File: src/rtl/btn_step_ctrl.sv
// rtl/btn_step_ctrl.sv - button conditioner: synchronizers, debouncers, core reset stretcher and step strobe
// Produces the core reset and step strobe plus debounced button levels and rising-edge pulses.
module btn_step_ctrl #(
  parameter int DEBOUNCE_CYCLES = 1000000,
  parameter int RUN_PERIOD      = 50000000,
  parameter int RST_HOLD        = 16,
  parameter int STEP_BTN        = 0
) (
  input  logic       clk,
  input  logic       resetn,
  input  logic [4:0] button,
  input  logic       run_mode,
  output logic       aresetn,
  output logic       step,
  output logic [4:0] btn_clean,
  output logic [4:0] btn_pulse
);

  localparam int CW = (DEBOUNCE_CYCLES > 1) ? $clog2(DEBOUNCE_CYCLES) : 1;
  localparam int RW = (RUN_PERIOD > 1) ? $clog2(RUN_PERIOD) : 1;
  localparam int HW = (RST_HOLD > 1) ? $clog2(RST_HOLD) : 1;
  localparam logic [CW-1:0] DB_MAX   = CW'(DEBOUNCE_CYCLES - 1);
  localparam logic [RW-1:0] RUN_MAX  = RW'(RUN_PERIOD - 1);
  localparam logic [HW-1:0] HOLD_MAX = HW'(RST_HOLD - 1);

  logic [4:0]    btn_s1, btn_s2;
  logic          run_s1, run_s2;
  logic [CW-1:0] db_cnt [5];
  logic [HW-1:0] hold;
  logic [RW-1:0] run_cnt;
  logic [4:0]    accept, rise;

  always_ff @(posedge clk or negedge resetn) begin
    if (!resetn) begin
      btn_s1 <= '0;
      btn_s2 <= '0;
      run_s1 <= 1'b0;
      run_s2 <= 1'b0;
    end else begin
      btn_s1 <= button;
      btn_s2 <= btn_s1;
      run_s1 <= run_mode;
      run_s2 <= run_s1;
    end
  end

  // A debouncer accepts once its synced level has differed for DEBOUNCE_CYCLES edges in a row.
  always_comb begin
    accept = '0;
    for (int i = 0; i < 5; i++) begin
      accept[i] = (btn_s2[i] != btn_clean[i]) && (db_cnt[i] == DB_MAX);
    end
    rise = accept & btn_s2;
  end

  always_ff @(posedge clk or negedge resetn) begin
    if (!resetn) begin
      btn_clean <= '0;
      btn_pulse <= '0;
      for (int i = 0; i < 5; i++) db_cnt[i] <= '0;
    end else begin
      btn_pulse <= rise;
      for (int i = 0; i < 5; i++) begin
        if (btn_s2[i] == btn_clean[i]) begin
          db_cnt[i] <= '0;
        end else if (accept[i]) begin
          btn_clean[i] <= btn_s2[i];
          db_cnt[i]    <= '0;
        end else begin
          db_cnt[i] <= db_cnt[i] + 1'b1;
        end
      end
    end
  end

  // The hold counter freezes at HOLD_MAX once the core is released.
  always_ff @(posedge clk or negedge resetn) begin
    if (!resetn) begin
      hold    <= '0;
      aresetn <= 1'b0;
    end else if (!aresetn) begin
      if (hold == HOLD_MAX) aresetn <= 1'b1;
      else                  hold    <= hold + 1'b1;
    end
  end

  always_ff @(posedge clk or negedge resetn) begin
    if (!resetn) begin
      step    <= 1'b0;
      run_cnt <= '0;
    end else if (!aresetn) begin
      step    <= 1'b0;
      run_cnt <= '0;
    end else if (run_s2) begin
      if (run_cnt == RUN_MAX) begin
        step    <= 1'b1;
        run_cnt <= '0;
      end else begin
        step    <= 1'b0;
        run_cnt <= run_cnt + 1'b1;
      end
    end else begin
      run_cnt <= '0;
      step    <= rise[STEP_BTN];
    end
  end

endmodule

File: config.mk
export PLATFORM = sky130hd
export DESIGN_NAME = btn_step_ctrl
export DESIGN_NICKNAME = d
export VERILOG_FILES = /design/src/rtl/btn_step_ctrl.sv
export SDC_FILE = /design/constraint.sdc
export NUM_CORES = 1
export LEC_CHECK = 0
export ABC_AREA = 1
export BUFFER_PORTS_ARGS = -buffer_cell sky130_fd_sc_hd__buf_2
export CAP_MARGIN = 15
export CELL_PAD_IN_SITES_DETAIL_PLACEMENT = 0
export CELL_PAD_IN_SITES_GLOBAL_PLACEMENT = 1
export CORE_MARGIN = 10
export CORE_UTILIZATION = 47
export CTS_CLUSTER_DIAMETER = 120
export DETAILED_ROUTE_END_ITERATION = 16
export GPL_TIMING_DRIVEN = 0
export HOLD_SLACK_MARGIN = 0.15
export PLACE_DENSITY = 0.91
export SYNTH_ARGS = -nofsm -noshare
export SYNTH_HDL_FRONTEND = slang
export SYNTH_SLANG_ARGS = --single-unit
File: constraint.sdc
create_clock -name clk -period 3.2 [get_ports clk]
set_input_delay 0.32 -clock clk [delete_from_list [all_inputs] [get_ports clk]]
set_output_delay 0.32 -clock clk [all_outputs]
set_load 0.05 [all_outputs]
==> qor.txt <==
worst hold path class -> register to register
ANT cells -> 0
drt first pass iters -> 6
Via Count -> 6219
largest net degree at the start of global routing -> 96
gr usage total -> 15.0%
CTS max path bufs -> 2
CP Max Fanout -> 9
post-layout util -> 54.3%
vias in the first global route -> 6040
Area growth syn-to-layout -> 13.9%
sequential share of the synthesized area -> 48.9%
Layout Skew -> 0.00695 ns
largest cells by area after synthesis -> dfrtp_1, nor2_1, nand2_1, inv_1, nand3_1
outcome -> finished clean
Hold Slack -> 0.347 ns
num rows -> 47
Syn Std Cell Area -> 0.00788 mm^2
RSZ-0062 raised after global routing -> false
Post-synth top flop -> dfrtp_1
Reg2Reg Depth -> 7
Final nets -> 1090
critical path type -> register to register
die width -> 149 um
Syn Inst Count -> 1029
CTS Root Cell -> clkbuf_16
Die Y -> 149 um
Synth warnings -> 0
Buffers on Ports -> 19
area share of the largest cell type after synthesis -> 48.9%
Remaining Overflow, GRT -> 0
worst slew margin relative to its limit -> 61.9%
area leader, netlist -> dfrtp_1
syn_nets -> 1044
worst skew pair latency -> 0.42 ns
CTS tree -> yes
detailed placer's ending HPWL -> 11.0 mm
final period utilization -> 55.1%
CP startpoint kind -> register
Peak Freq -> 567 MHz
top-count cell post-synth -> nor2_1
fraction of layout cells with a size suffix above 1 -> 7.54%
CP Capture Type -> register
DRT iter0 DRCs -> 281
Yosys reg bits -> 154
Worst-path clk slew -> 0.06 ns
hold path depth -> 0
Final Hold Viols -> 0
Final Wtd Congestion -> 0.818
first-pass GRT wire length -> 27.8 mm
initial core utilization -> 47.7%
Setup-failing EPs final -> 0
CORE AREA -> 0.0165 mm^2
Distinct cells, synth -> 30
Mean Syn Cell Area -> 7.65 um^2
crit path time final -> 1.76 ns
Commonest cells post-synth -> nor2_1, nand2_1, dfrtp_1
Peak VDD IR -> 0.363 mV
IO Pins -> 20
final slew viol count -> 0
full die area -> 0.0223 mm^2
vias per cell -> 4.75
max_cap viols -> 0
Pwr per Cell Area -> 472 mW/mm^2
Sink Count -> 154
Pleak -> 4.16 nW
post-CTS sizing -> 0
antenna violation net count after detailed routing -> 0
htree depth -> 4
initial antenna violation count -> 0
Worst-Margin Slew -> 0.571 ns
Routed wire per std cell -> 11.8 um
Post-synth EDFFs -> 0
Post-synth ARST share -> 100%
worst path arrival time -> 2.11 ns
DRC violations left -> 0
Inserted Clock Buffers -> 17
Worst Path Required -> 3.54 ns
total routed wirelength -> 15.5 mm
==> critical path: stages, from the launching register on <==
cell	delay [ns]
dfrtp_1	0.35
ha_1	0.18
nand3_1	0.19
nor2_1	0.18
nand3_2	0.20
nor2_1	0.38
nand2_1	0.09
nand2_1	0.13
==> area by class of cell <==
class | instances | area, um^2
fillers | 1587 | 7550
flip-flops and latches | 154 | 3850
multi-input cells | 740 | 3490
clock buffers | 21 | 480
inverters | 127 | 477
well taps | 220 | 275
repair buffers | 27 | 199
clock inverters | 11 | 143
plain buffers | 8 | 52.6
==> logic make-up after synthesis <==
kind of cell               share of synthesized area, %
AOI/OAI and AO/OA                                  3.02
xor gates and xnor gates                           6.86
adders and majority gates                          1.11
buffers and inverters                              6.72
DFF                                                48.9
and+or+nand+nor                                    33.3
==> metal layers <==
metal  GRT usage, %  vias up  wire length (um)
met1           19.5     2849              7580
met3           3.35       10               466
li1               -     3298                 -
met4           4.61        0               163
met5              0        -                 0
met2           24.4       62              7260
==> timing repair <==
item / 4_1_cts / 5_1_grt
hold buffers: 7 / 0
endpoints found under the hold margin: 65 / 0
buffers inserted: 0 / 0
==> state kept, by name, summed over array words and instances (netlist names) <==
register and flops:
aresetn 1, btn_clean 5, btn_pulse 5, btn_s1 5
btn_s2 5, db_cnt 100, hold 4, run_cnt 26
run_s1 1, run_s2 1, step 1
==> layout by cell type, fill, tap and decap left out, types with 22 or more instances in the layout <==
master | Yosys | routed
dfrtp_1 | 154 | 154
xor2_1 | 36 | 36
buf_2 | 6 | 24
xnor2_1 | 22 | 22
nor2_1 | 244 | 244
inv_1 | 125 | 125
nand4_1 | 22 | 22
nand3_1 | 71 | 71
a21oi_1 | 24 | 24
nand2_1 | 243 | 243
==> per-stage QoR <==
stage	power (W)	worst slack (ns)	std cells	instance area, um^2	setup TNS (ns)
floorplan	0.00209	1.70	1029	7880	0
detailed placement	0.00216	1.46	1269	8280	0
finish	0.00423	1.44	1308	8970	0
CTS	0.00428	1.44	1308	8970	0
global placement	0.00215	-0.547	1268	8250	-82.67
global route	0.00438	1.25	1308	8970	0
==> report_power, final <==
| part | switching, W | total [W] | internal, W |
|---|---|---|---|
| Sequential | 0.0000178 | 0.00199 | 0.00197 |
| Clock | 0.000803 | 0.00211 | 0.00130 |
| Combinational | 0.0000939 | 0.000135 | 0.0000412 |
==> path summary, 6_finish.rpt <==
| kind | slack [ns] | start | endpoint |
|---|---|---|---|
| worst min register to register | 0.35 | run_s1 | run_s2 |
| worst max-delay path | 1.44 | db_cnt[80] | step |
| min in group asynchronous | 0.43 | resetn | db_cnt[54] |
| worst max register to register | 1.44 | db_cnt[80] | step |
| max in group asynchronous | 1.93 | resetn | db_cnt[32] |
| worst min-delay path | 0.35 | run_s1 | run_s2 |
Note: power is estimated with default switching activity, not from simulation.
